**src/rtl/pc_unit_ras.sv**
```systemverilog
// pc_unit_ras: fetch-stage PC register and next-PC selection, plus a circular
// return-address stack that checks return targets against the GPR value and
// keeps saturating hit/miss counters. The stack is advisory and never steers nPC.
module pc_unit_ras #(
    parameter logic [31:0] RESET_PC    = 32'h0000_3000,
    parameter logic [31:0] EXC_VECTOR  = 32'h0000_4180,
    parameter logic [31:0] LINK_OFFSET = 32'd8,
    parameter int          RAS_DEPTH   = 4,
    parameter int          CNT_W       = 16
) (
    input  logic             PCU_i_Clk,
    input  logic             PCU_i_Reset_n,
    input  logic             PCU_i_Stall,
    input  logic             PCU_i_Exception,
    input  logic [2:0]       PCU_i_Mode,
    input  logic             PCU_i_Condition,
    input  logic [25:0]      PCU_i_Immediate,
    input  logic [31:0]      PCU_i_RegAddr,
    input  logic [31:0]      PCU_i_EPCAddr,
    input  logic             PCU_i_Link,
    output logic [31:0]      PCU_o_PC,
    output logic [31:0]      PCU_o_nPC,
    output logic             PCU_o_Misalign,
    output logic             PCU_o_RasHit,
    output logic             PCU_o_RasMiss,
    output logic [CNT_W-1:0] PCU_o_HitCnt,
    output logic [CNT_W-1:0] PCU_o_MissCnt
);

    localparam int PTR_W = $clog2(RAS_DEPTH);
    localparam int OCC_W = PTR_W + 1;

    typedef enum logic [2:0] {
        MODE_NORMAL = 3'd0,
        MODE_BRANCH = 3'd1,
        MODE_JUMP   = 3'd2,
        MODE_JREG   = 3'd3,
        MODE_ERET   = 3'd4,
        MODE_RET    = 3'd5
    } mode_e;

    logic [31:0]      pc_q;
    logic [31:0]      npc;
    logic [31:0]      branch_off;
    logic [31:0]      ras_mem [RAS_DEPTH];
    logic [PTR_W-1:0] ptr_q, ptr_pop, ptr_d, top_idx;
    logic [OCC_W-1:0] occ_q, occ_pop, occ_d;
    logic [CNT_W-1:0] hit_cnt_q, miss_cnt_q;
    logic             update_en, is_ret, stack_nonempty, top_match;
    logic             ras_hit, ras_miss, do_pop, do_push;

    // Word offset sign-extended and scaled to bytes.
    assign branch_off = {{14{PCU_i_Immediate[15]}}, PCU_i_Immediate[15:0], 2'b00};

    // Next-PC selection: exception first, then the requested mode.
    // NOTE: every always_comb output gets a default first so no path can infer a latch.
    always_comb begin
        npc = pc_q + 32'd4;
        if (PCU_i_Exception) begin
            npc = EXC_VECTOR;
        end else begin
            case (PCU_i_Mode)
                MODE_BRANCH: if (PCU_i_Condition) npc = pc_q + branch_off;
                MODE_JUMP:   npc = {pc_q[31:28], PCU_i_Immediate, 2'b00};
                MODE_JREG,
                MODE_RET:    npc = PCU_i_RegAddr;
                MODE_ERET:   npc = PCU_i_EPCAddr & ~32'h3;
                default:     ;
            endcase
        end
    end

    // Stack control: only a non-stalled, non-exception cycle may touch the stack.
    assign update_en      = !PCU_i_Stall && !PCU_i_Exception;
    assign is_ret         = update_en && (PCU_i_Mode == MODE_RET);
    assign stack_nonempty = (occ_q != '0);
    assign top_idx        = ptr_q - PTR_W'(1);
    assign top_match      = (ras_mem[top_idx] == PCU_i_RegAddr);
    assign ras_hit        = is_ret && stack_nonempty && top_match;
    assign ras_miss       = is_ret && !(stack_nonempty && top_match);
    assign do_pop         = is_ret && stack_nonempty;
    assign do_push        = update_en && PCU_i_Link;

    // Pop is applied before push so RET+Link replaces the top in place.
    always_comb begin
        ptr_pop = do_pop ? ptr_q - PTR_W'(1) : ptr_q;
        occ_pop = do_pop ? occ_q - OCC_W'(1) : occ_q;
        ptr_d   = do_push ? ptr_pop + PTR_W'(1) : ptr_pop;
        occ_d   = (do_push && occ_pop != OCC_W'(RAS_DEPTH)) ? occ_pop + OCC_W'(1) : occ_pop;
    end

    // Stack storage write; a push onto a full stack overwrites the oldest entry.
    // NOTE: entries carry no reset; the occupancy count already makes stale data unreadable.
    always_ff @(posedge PCU_i_Clk) begin
        if (do_push) ras_mem[ptr_pop] <= pc_q + LINK_OFFSET;
    end

    // PC, stack pointers and saturating counters.
    // NOTE: sequential state uses non-blocking assignments so every register samples pre-edge values.
    always_ff @(posedge PCU_i_Clk or negedge PCU_i_Reset_n) begin
        if (!PCU_i_Reset_n) begin
            pc_q       <= RESET_PC;
            ptr_q      <= '0;
            occ_q      <= '0;
            hit_cnt_q  <= '0;
            miss_cnt_q <= '0;
        end else begin
            if (PCU_i_Exception || !PCU_i_Stall) pc_q <= npc;
            ptr_q <= ptr_d;
            occ_q <= occ_d;
            if (ras_hit && hit_cnt_q != {CNT_W{1'b1}})   hit_cnt_q  <= hit_cnt_q + CNT_W'(1);
            if (ras_miss && miss_cnt_q != {CNT_W{1'b1}}) miss_cnt_q <= miss_cnt_q + CNT_W'(1);
        end
    end

    assign PCU_o_PC       = pc_q;
    assign PCU_o_nPC      = npc;
    assign PCU_o_Misalign = |pc_q[1:0];
    assign PCU_o_RasHit   = ras_hit;
    assign PCU_o_RasMiss  = ras_miss;
    assign PCU_o_HitCnt   = hit_cnt_q;
    assign PCU_o_MissCnt  = miss_cnt_q;

endmodule
```
**config.mk**
```make
export PLATFORM = sky130hd
export DESIGN_NAME = pc_unit_ras
export DESIGN_NICKNAME = d
export VERILOG_FILES = /design/src/rtl/pc_unit_ras.sv
export SDC_FILE = /design/constraint.sdc
export NUM_CORES = 1
export LEC_CHECK = 0
export ABC_AREA = 1
export BUFFER_PORTS_ARGS = -buffer_cell sky130_fd_sc_hd__buf_2
export CAP_MARGIN = 20
export CORE_MARGIN = 2
export CORE_UTILIZATION = 49
export DETAILED_ROUTE_END_ITERATION = 12
export GPL_TIMING_DRIVEN = 0
export PLACE_DENSITY = 0.7
export SLEW_MARGIN = 20
export SYNTH_ARGS = -nofsm -noshare
export SYNTH_HDL_FRONTEND = slang
export SYNTH_SLANG_ARGS = --single-unit
```
**constraint.sdc**
```tcl
create_clock -name PCU_i_Clk -period 3.3 [get_ports PCU_i_Clk]
set_input_delay 0.33 -clock PCU_i_Clk [delete_from_list [all_inputs] [get_ports PCU_i_Clk]]
set_output_delay 0.33 -clock PCU_i_Clk [all_outputs]
set_load 0.005 [all_outputs]
```
# After elaboration in Yosys (flattened, before gate mapping)
# Memories as Yosys holds them, arrays and structs flattened.
# Index checks and enable logic that the tools add are counted.
[totals] in_bits=99 output_inout_bits=99 mem_bits_rw=128 n_memories=1 word_cells=50 register_bits=69
[memory_table] name="ras_mem" words=4 width=32 read_ports=1 rd_clocked_by_memory_dff=0 wr=1 line_no="45" rtl="logic [31:0] ras_mem [RAS_DEPTH];"
[op_classes] n_eq_ne=9 muxes=9 n_addsub=9 reduce_logical=17
[ops] cell="one-hot mux 32 bit (4 select lines)" n=1
[ops] cell="two-way mux 32 bit" n=2
[ops] cell="adder 16 x 1 -> 16 bit (second input constant)" n=2
[ops] cell="adder 32 x 3 -> 32 bit (second input constant)" n=1
[ops] cell="adder 32 bit" n=1
[ops] cell="adder 32 x 4 -> 32 bit (second input constant)" n=1
[ops] cell="equality test 32 bit" n=1
[ops] cell="!= test 16 bit (second input constant)" n=2
[ops] cell="logical AND 1 bit" n=10
[ops] cell="equality test 3 x 2 -> 1 bit (second input constant)" n=2
[ops] cell="equality test 3 bit (second input constant)" n=2
[ops] cell="two-way mux 3 bit" n=2
[ops] cell="two-way mux 2 bit" n=2
[ops] cell="OR reduction 2 bit" n=2
[ops] cell="adder 3 x 1 -> 3 bit (second input constant)" n=1
[ops] cell="equality test 3 x 1 -> 1 bit (second input constant)" n=1
[ops] cell="logical NOT 1 bit" n=3
[ops] cell="!= test 3 bit (second input constant)" n=1
[ops] cell="nonzero test 3 bit" n=1
[ops] cell="subtractor 3 x 1 -> 3 bit (second input constant)" n=1
[ops] cell="adder 2 x 1 -> 2 bit (second input constant)" n=1
[ops] cell="two-way mux 1 bit" n=2
[ops] cell="subtractor 2 x 1 -> 2 bit (second input constant)" n=1
[ops] cell="logical OR 1 bit" n=1

# Longest topological paths before layout
[depth] word_depth=8 depth_mapped=18 ltp_nobuf=16

# Worst setup path before layout
# OpenSTA, ideal clock, no wires.
[synth_path] path_type="input -> register" start="input port PCU_i_Exception" end="memory ras_mem[0][0], enable pin" stages=8 path_slack_ns=-0.085 arrival_time_ns=2.964 required_ns=2.879 cell_sequence="inv_1 > nand2_1 > nor3_4 > nand2_1 > o21ai_0 > ha_1 > inv_1 > nor2_1"
[synth_between] elab_chain_len=5
[synth_rtl] element="from (decl)" line_no="14" rtl="input logic PCU_i_Exception,"
[synth_rtl] element="logical NOT 1 bit (*)" line_no="74" rtl="assign update_en = !PCU_i_Stall && !PCU_i_Exception;"
[synth_rtl] element="logical AND 1 bit (*)" line_no="74"
[synth_rtl] element="logical AND 1 bit, on equally long branches" line_no="82, 75"
[synth_rtl] element="two-way mux 1 bit / logical AND 1 bit (equally long branches)" line_no="95, 81"
[synth_rtl] element="two-way mux 1 bit (not written as such) / two-way mux 2 bit (equally long branches)" line_no="95, 86"
[synth_rtl] element="to (decl)" line_no="45"
# Every way passes the cells marked *; elsewhere a longest branch is shown, timed or not.

# Worst setup path in the final report
[layout_path] start="register pc_q[4], in the netlist PCU_o_PC[4]" end="output port PCU_o_nPC[13]"
[layout_between] elab_chain_len=4
[layout_rtl] element="from (decl)" line_no="42" rtl="logic [31:0] pc_q;"
[layout_rtl] element="from (signal assigned)" line_no="108" rtl="if (PCU_i_Exception || !PCU_i_Stall) pc_q <= npc;"
[layout_rtl] element="adder 32 x 3 -> 32 bit / adder 32 bit (equally long branches)" line_no="58, 63"
[layout_rtl] element="two-way mux 32 bit" line_no="63" rtl="MODE_BRANCH: if (PCU_i_Condition) npc = pc_q + branch_off;"
[layout_rtl] element="one-hot mux 32 bit (4 select lines) (*)" line_no="62" rtl="case (PCU_i_Mode)"
[layout_rtl] element="two-way mux 32 bit (*)" line_no="59" rtl="if (PCU_i_Exception) begin"
[layout_rtl] element="to (decl)" line_no="22" rtl="output logic [31:0] PCU_o_nPC,"
# Marks and branches as above.

==> impl_summary.md <==
Layout
The layout overhead on the synthesized area is 18.60%. Summing all flip-flop and latch instances after layout gives 5588 µm². The multi-input combinational cells in the finished layout cover a total of 7724 µm². The post-route netlist has 15.39% of its cells at a drive strength greater than 1. The post-route cell area is 16830 µm².

At the end of the flow, the number of nets in the layout was 2428. The count of cells in the finished layout, fillers not included, comes to 2685. The number of filler cells placed in the layout is 2763.

STA
Of the available clock period, the critical path in the final layout requires 98.87%. The total count of max-transition violations in the final report was 0. Based on the critical path, the design can be clocked at up to 0.3065 GHz.

The worst setup skew after layout is 0.02291 ns. Headroom to the max-slew limit came out at 48.88%. Setup repair after global routing could not meet its margin everywhere. The final-report setup violation count is 0. Across all hold checks on the routed design, the worst slack comes to 0.1175 ns. The slew at the pin closest to its max-slew limit is 0.7668 ns.

For the final routed database, the setup TNS stands at 0 ns. The final hold violation count is 0. The smallest clock period supported by the final layout is computed as 3.263 ns.

Setup path
The reg-to-reg critical path endpoint is ras_mem[1][6]$_DFFE_PP_. The critical path endpoint category is an output pin. The worst reg-to-reg setup slack is 0.32 ns. The length in cells of the worst reg-to-reg path is 11. For the worst setup path, the data required time is 2.97 ns. The critical path data arrival time is 2.93 ns.

The category of the worst setup path launch point is a flop. Of all nets on the critical path, the largest fanout is 6. The worst reg2reg path startpoint is occ_q[0]$_DFF_PN0_. The worst setup path category is flop to output pin.

Floorplan
After floorplanning, the core was divided into 62 placement rows. The core region is 28630 µm². 198 I/O pins were placed. Once the floorplan was initialized, standard cells occupied 49.57% of the core. The area of the die is 30340 µm².

The die outline width is 174.2 µm. The floorplan step set the die height to 174.2 µm.

Flow run
The number of maximum-capacitance constraint violations is 0.

Route
The detail route stage leaves a number of antenna-violating nets equal to 0. The violation count after the first detailed-route iteration is 1419. The via count is 14750. Dividing the detail-routed via count by the number of cells gives 5.492. The total iterations of the first detailed-routing run is 5.

The residual DRC count is 0. Dividing the detail-routed wire length by the instance count gives 19.64 µm. The total wirelength of the detailed-routed design is 52740 µm.

CTS
The clock tree from TritonCTS is done. Clock tree synthesis selected as its root buffer the cell sky130_fd_sc_hd__clkbuf_16. The count of H-tree levels built during CTS is 4. In this run, CTS created clock tree buffers numbering 17. The longest clock path from root to sink contains 2 buffers. The total clock sinks is 197. At the later pin of the worst-skew pair, clock insertion delay measures 0.47 ns. Clock-pin slew was measured on the worst setup and hold paths at 0.09 ns.

GRT
Global routing consumed, over all layers together, 34.38% of the routing resources. The global-route wire length before repair is 78230 µm. The initial antenna violation count is 2. The number of global-route vias before repair is 13610. The leftover overflow at the end of global routing is 0.

The largest net degree at the start of global routing is 51.

Synthesis
Summing every instance area after synthesis gives 14190 µm². The synthesized design contains 128 enable-type register cells. The number of warnings printed during yosys synthesis is 0.

In the synthesized netlist the dominant register cell turns out to be sky130_fd_sc_hd__edfxtp_1. The net count after synthesis is 2193. The number of instances in the synthesized netlist is 2052. The top-area cell type share of the netlist area is 27.09%. The proportion of synthesized flip-flops having asynchronous set or reset is 35.03%. The average cell area after synthesis is 6.915 µm².

Ranked by instance count, the synthesized netlist is headed by sky130_fd_sc_hd__nand2_1 (879), sky130_fd_sc_hd__inv_1 (230), sky130_fd_sc_hd__nor2_1 (164). The biggest area contributor in the post-synthesis netlist is sky130_fd_sc_hd__edfxtp_1. The leading cell type by number of instances after synthesis is sky130_fd_sc_hd__nand2_1.

The number of library cell types mapped by synthesis is 45. The portion of the post-synthesis area used by sequential elements is 39.27%. By area the synthesized netlist is led by sky130_fd_sc_hd__edfxtp_1 (27%), sky130_fd_sc_hd__nand2_1 (23%), sky130_fd_sc_hd__dfrtp_1 (12%). The number of synthesized register bits is 197.

Place
The final weighted congestion in routability-driven placement is 1.012. After legalization and detailed placement, the total HPWL measured 41820 µm. The placed standard-cell area is 15820 µm². In this run, placement finished with an instance count of 2636.

Input and output buffers added on the ports amount to 195.

Min path
In this run the most critical hold path is launched from PCU_i_Stall. The depth of the worst hold-timing path is 2. The worst hold path terminates at PCU_o_PC[4]$_DFFE_PN0P_. The path type of the worst min-delay path is input pin to flop.

Outcome
The run finished with clean final reports.

Power and ir drop
The leakage power is 8.445 nW. IR analysis of the VDD net gives a maximum drop of 400.4 µV. The power per cell area is 517.1 nW/µm².
-- critical path, stage by stage, from the launching register on --
cell and delay (ns):
sky130_fd_sc_hd__dfrtp_2 0.46, sky130_fd_sc_hd__ha_1 0.34, sky130_fd_sc_hd__or2_2 0.30, sky130_fd_sc_hd__and2_1 0.22, sky130_fd_sc_hd__nand3_1 0.13, sky130_fd_sc_hd__nand3_4 0.14
sky130_fd_sc_hd__nand2_1 0.09, sky130_fd_sc_hd__inv_1 0.03, sky130_fd_sc_hd__o21ai_0 0.22, sky130_fd_sc_hd__nand3_1 0.17, sky130_fd_sc_hd__a21oi_2 0.22, sky130_fd_sc_hd__buf_2 0.14
-- registers in the layout (all words and copies together), names as in the netlist --
signal and flops:
ras_mem 128, PCU_o_HitCnt 16, ptr_q 2, PCU_o_PC 32, PCU_o_MissCnt 16, occ_q 3
-- stage by stage --
stage                     total power [W]  setup WS (ns)  utilization [%]
after detailed placement         0.006457        -0.2949            55.25
after global placement           0.006352         -2.016            54.66
after floorplan                  0.005265       -0.08539                -
final                            0.008703        0.03734            58.79
after CTS                        0.008561       -0.09462            57.54
after global routing             0.009194       -0.04806            58.79
-- power by group --
part	total (W)	leakage [nW]	switching, W	internal (W)
registers	0.00296	2.08	0.000138	0.00282
clock network	0.00212	0.292	0.00106	0.00106
logic	0.00363	6.08	0.00248	0.00115
-- timing repair --
| action | in CTS | in global routing |
|---|---|---|
| buffers inserted | 2 | 16 |
| pin swaps | 1 | 5 |
| hold buffers | 1 | 0 |
| gates cloned | 0 | 0 |
| setup endpoints to repair | 23 | 54 |
| endpoints found under the hold margin | 19 | 0 |
| gates resized for setup | 21 | 69 |
-- worst max path at each step --
stage,from,endpoint
6_report,PCU_o_PC[4]$_DFFE_PN0P_,PCU_o_nPC[13]
5_1_grt,PCU_o_PC[3]$_DFFE_PN0P_,PCU_o_nPC[18]
4_1_cts,ptr_q[1]$_DFF_PN0_,PCU_o_RasMiss
3_5_place_dp,PCU_i_Stall,ras_mem[1][7]$_DFFE_PP_
3_3_place_gp,PCU_i_Stall,ras_mem[1][10]$_DFFE_PP_
2_1_floorplan,PCU_i_Exception,ras_mem[0][0]$_DFFE_PP_
-- kinds of logic (layout without fill, tap and decap cells) --
logic type / count (synthesis) / count (layout) / synth area share [%]
and+or+nand+nor: 1267 / 1267 / 36.57
buffers and inverters: 295 / 543 / 8.218
DFF: 197 / 197 / 39.27
AOI/OAI and AO/OA: 162 / 162 / 6.675
xor gates and xnor gates: 87 / 87 / 5.370
adders and majority gates: 42 / 42 / 3.756
muxes: 2 / 2 / 0.1411
other: 0 / 1 / 0
-- per-layer routing --
metal	global-route usage, %	wire (µm)	vias to the layer above
met5	0	0	-
met4	14.15	2251	0
met3	6.037	4400	137
met2	58.47	25240	723
met1	43.37	20850	6829
li1	-	-	7058
-- cell type report --
type,instances,area share (%)
antenna,1,0.01487
inverter,235,5.257
clock buffer,19,2.706
timing repair buffer,219,7.569
buffer,57,1.732
clock inverter,13,0.7658
multi-input combinational,1560,45.90
tap,384,2.855
sequential,197,33.20
-- layout by cell type, fill, tap and decap left out, types with 4 or more instances in the layout --
master,instances
sky130_fd_sc_hd__inv_2,4
sky130_fd_sc_hd__nor4_1,4
sky130_fd_sc_hd__inv_6,5
sky130_fd_sc_hd__nor2_2,12
sky130_fd_sc_hd__xor2_1,66
sky130_fd_sc_hd__clkbuf_16,18
sky130_fd_sc_hd__clkbuf_2,5
sky130_fd_sc_hd__nand3_1,120
sky130_fd_sc_hd__a211oi_1,20
sky130_fd_sc_hd__buf_1,5
sky130_fd_sc_hd__a21oi_1,53
sky130_fd_sc_hd__nor2_4,11
sky130_fd_sc_hd__nand3b_1,10
sky130_fd_sc_hd__nand2_2,6
sky130_fd_sc_hd__nand4_1,53
sky130_fd_sc_hd__inv_8,4
sky130_fd_sc_hd__nand2_1,874
sky130_fd_sc_hd__or2_2,4
sky130_fd_sc_hd__ha_1,30
sky130_fd_sc_hd__o21ai_0,56
sky130_fd_sc_hd__buf_16,5
sky130_fd_sc_hd__nor2_1,142
sky130_fd_sc_hd__ha_4,5
sky130_fd_sc_hd__a221oi_1,8
sky130_fd_sc_hd__a21boi_0,4
sky130_fd_sc_hd__buf_2,201
sky130_fd_sc_hd__ha_2,6
sky130_fd_sc_hd__edfxtp_1,128
sky130_fd_sc_hd__xnor2_1,20
sky130_fd_sc_hd__dfrtp_2,12
sky130_fd_sc_hd__nor3_1,16
sky130_fd_sc_hd__clkbuf_1,27
sky130_fd_sc_hd__nand3_4,4
sky130_fd_sc_hd__buf_4,27
sky130_fd_sc_hd__dfrtp_1,55
sky130_fd_sc_hd__inv_1,229
sky130_fd_sc_hd__o21bai_1,4
(Power assumes the default switching activity.)
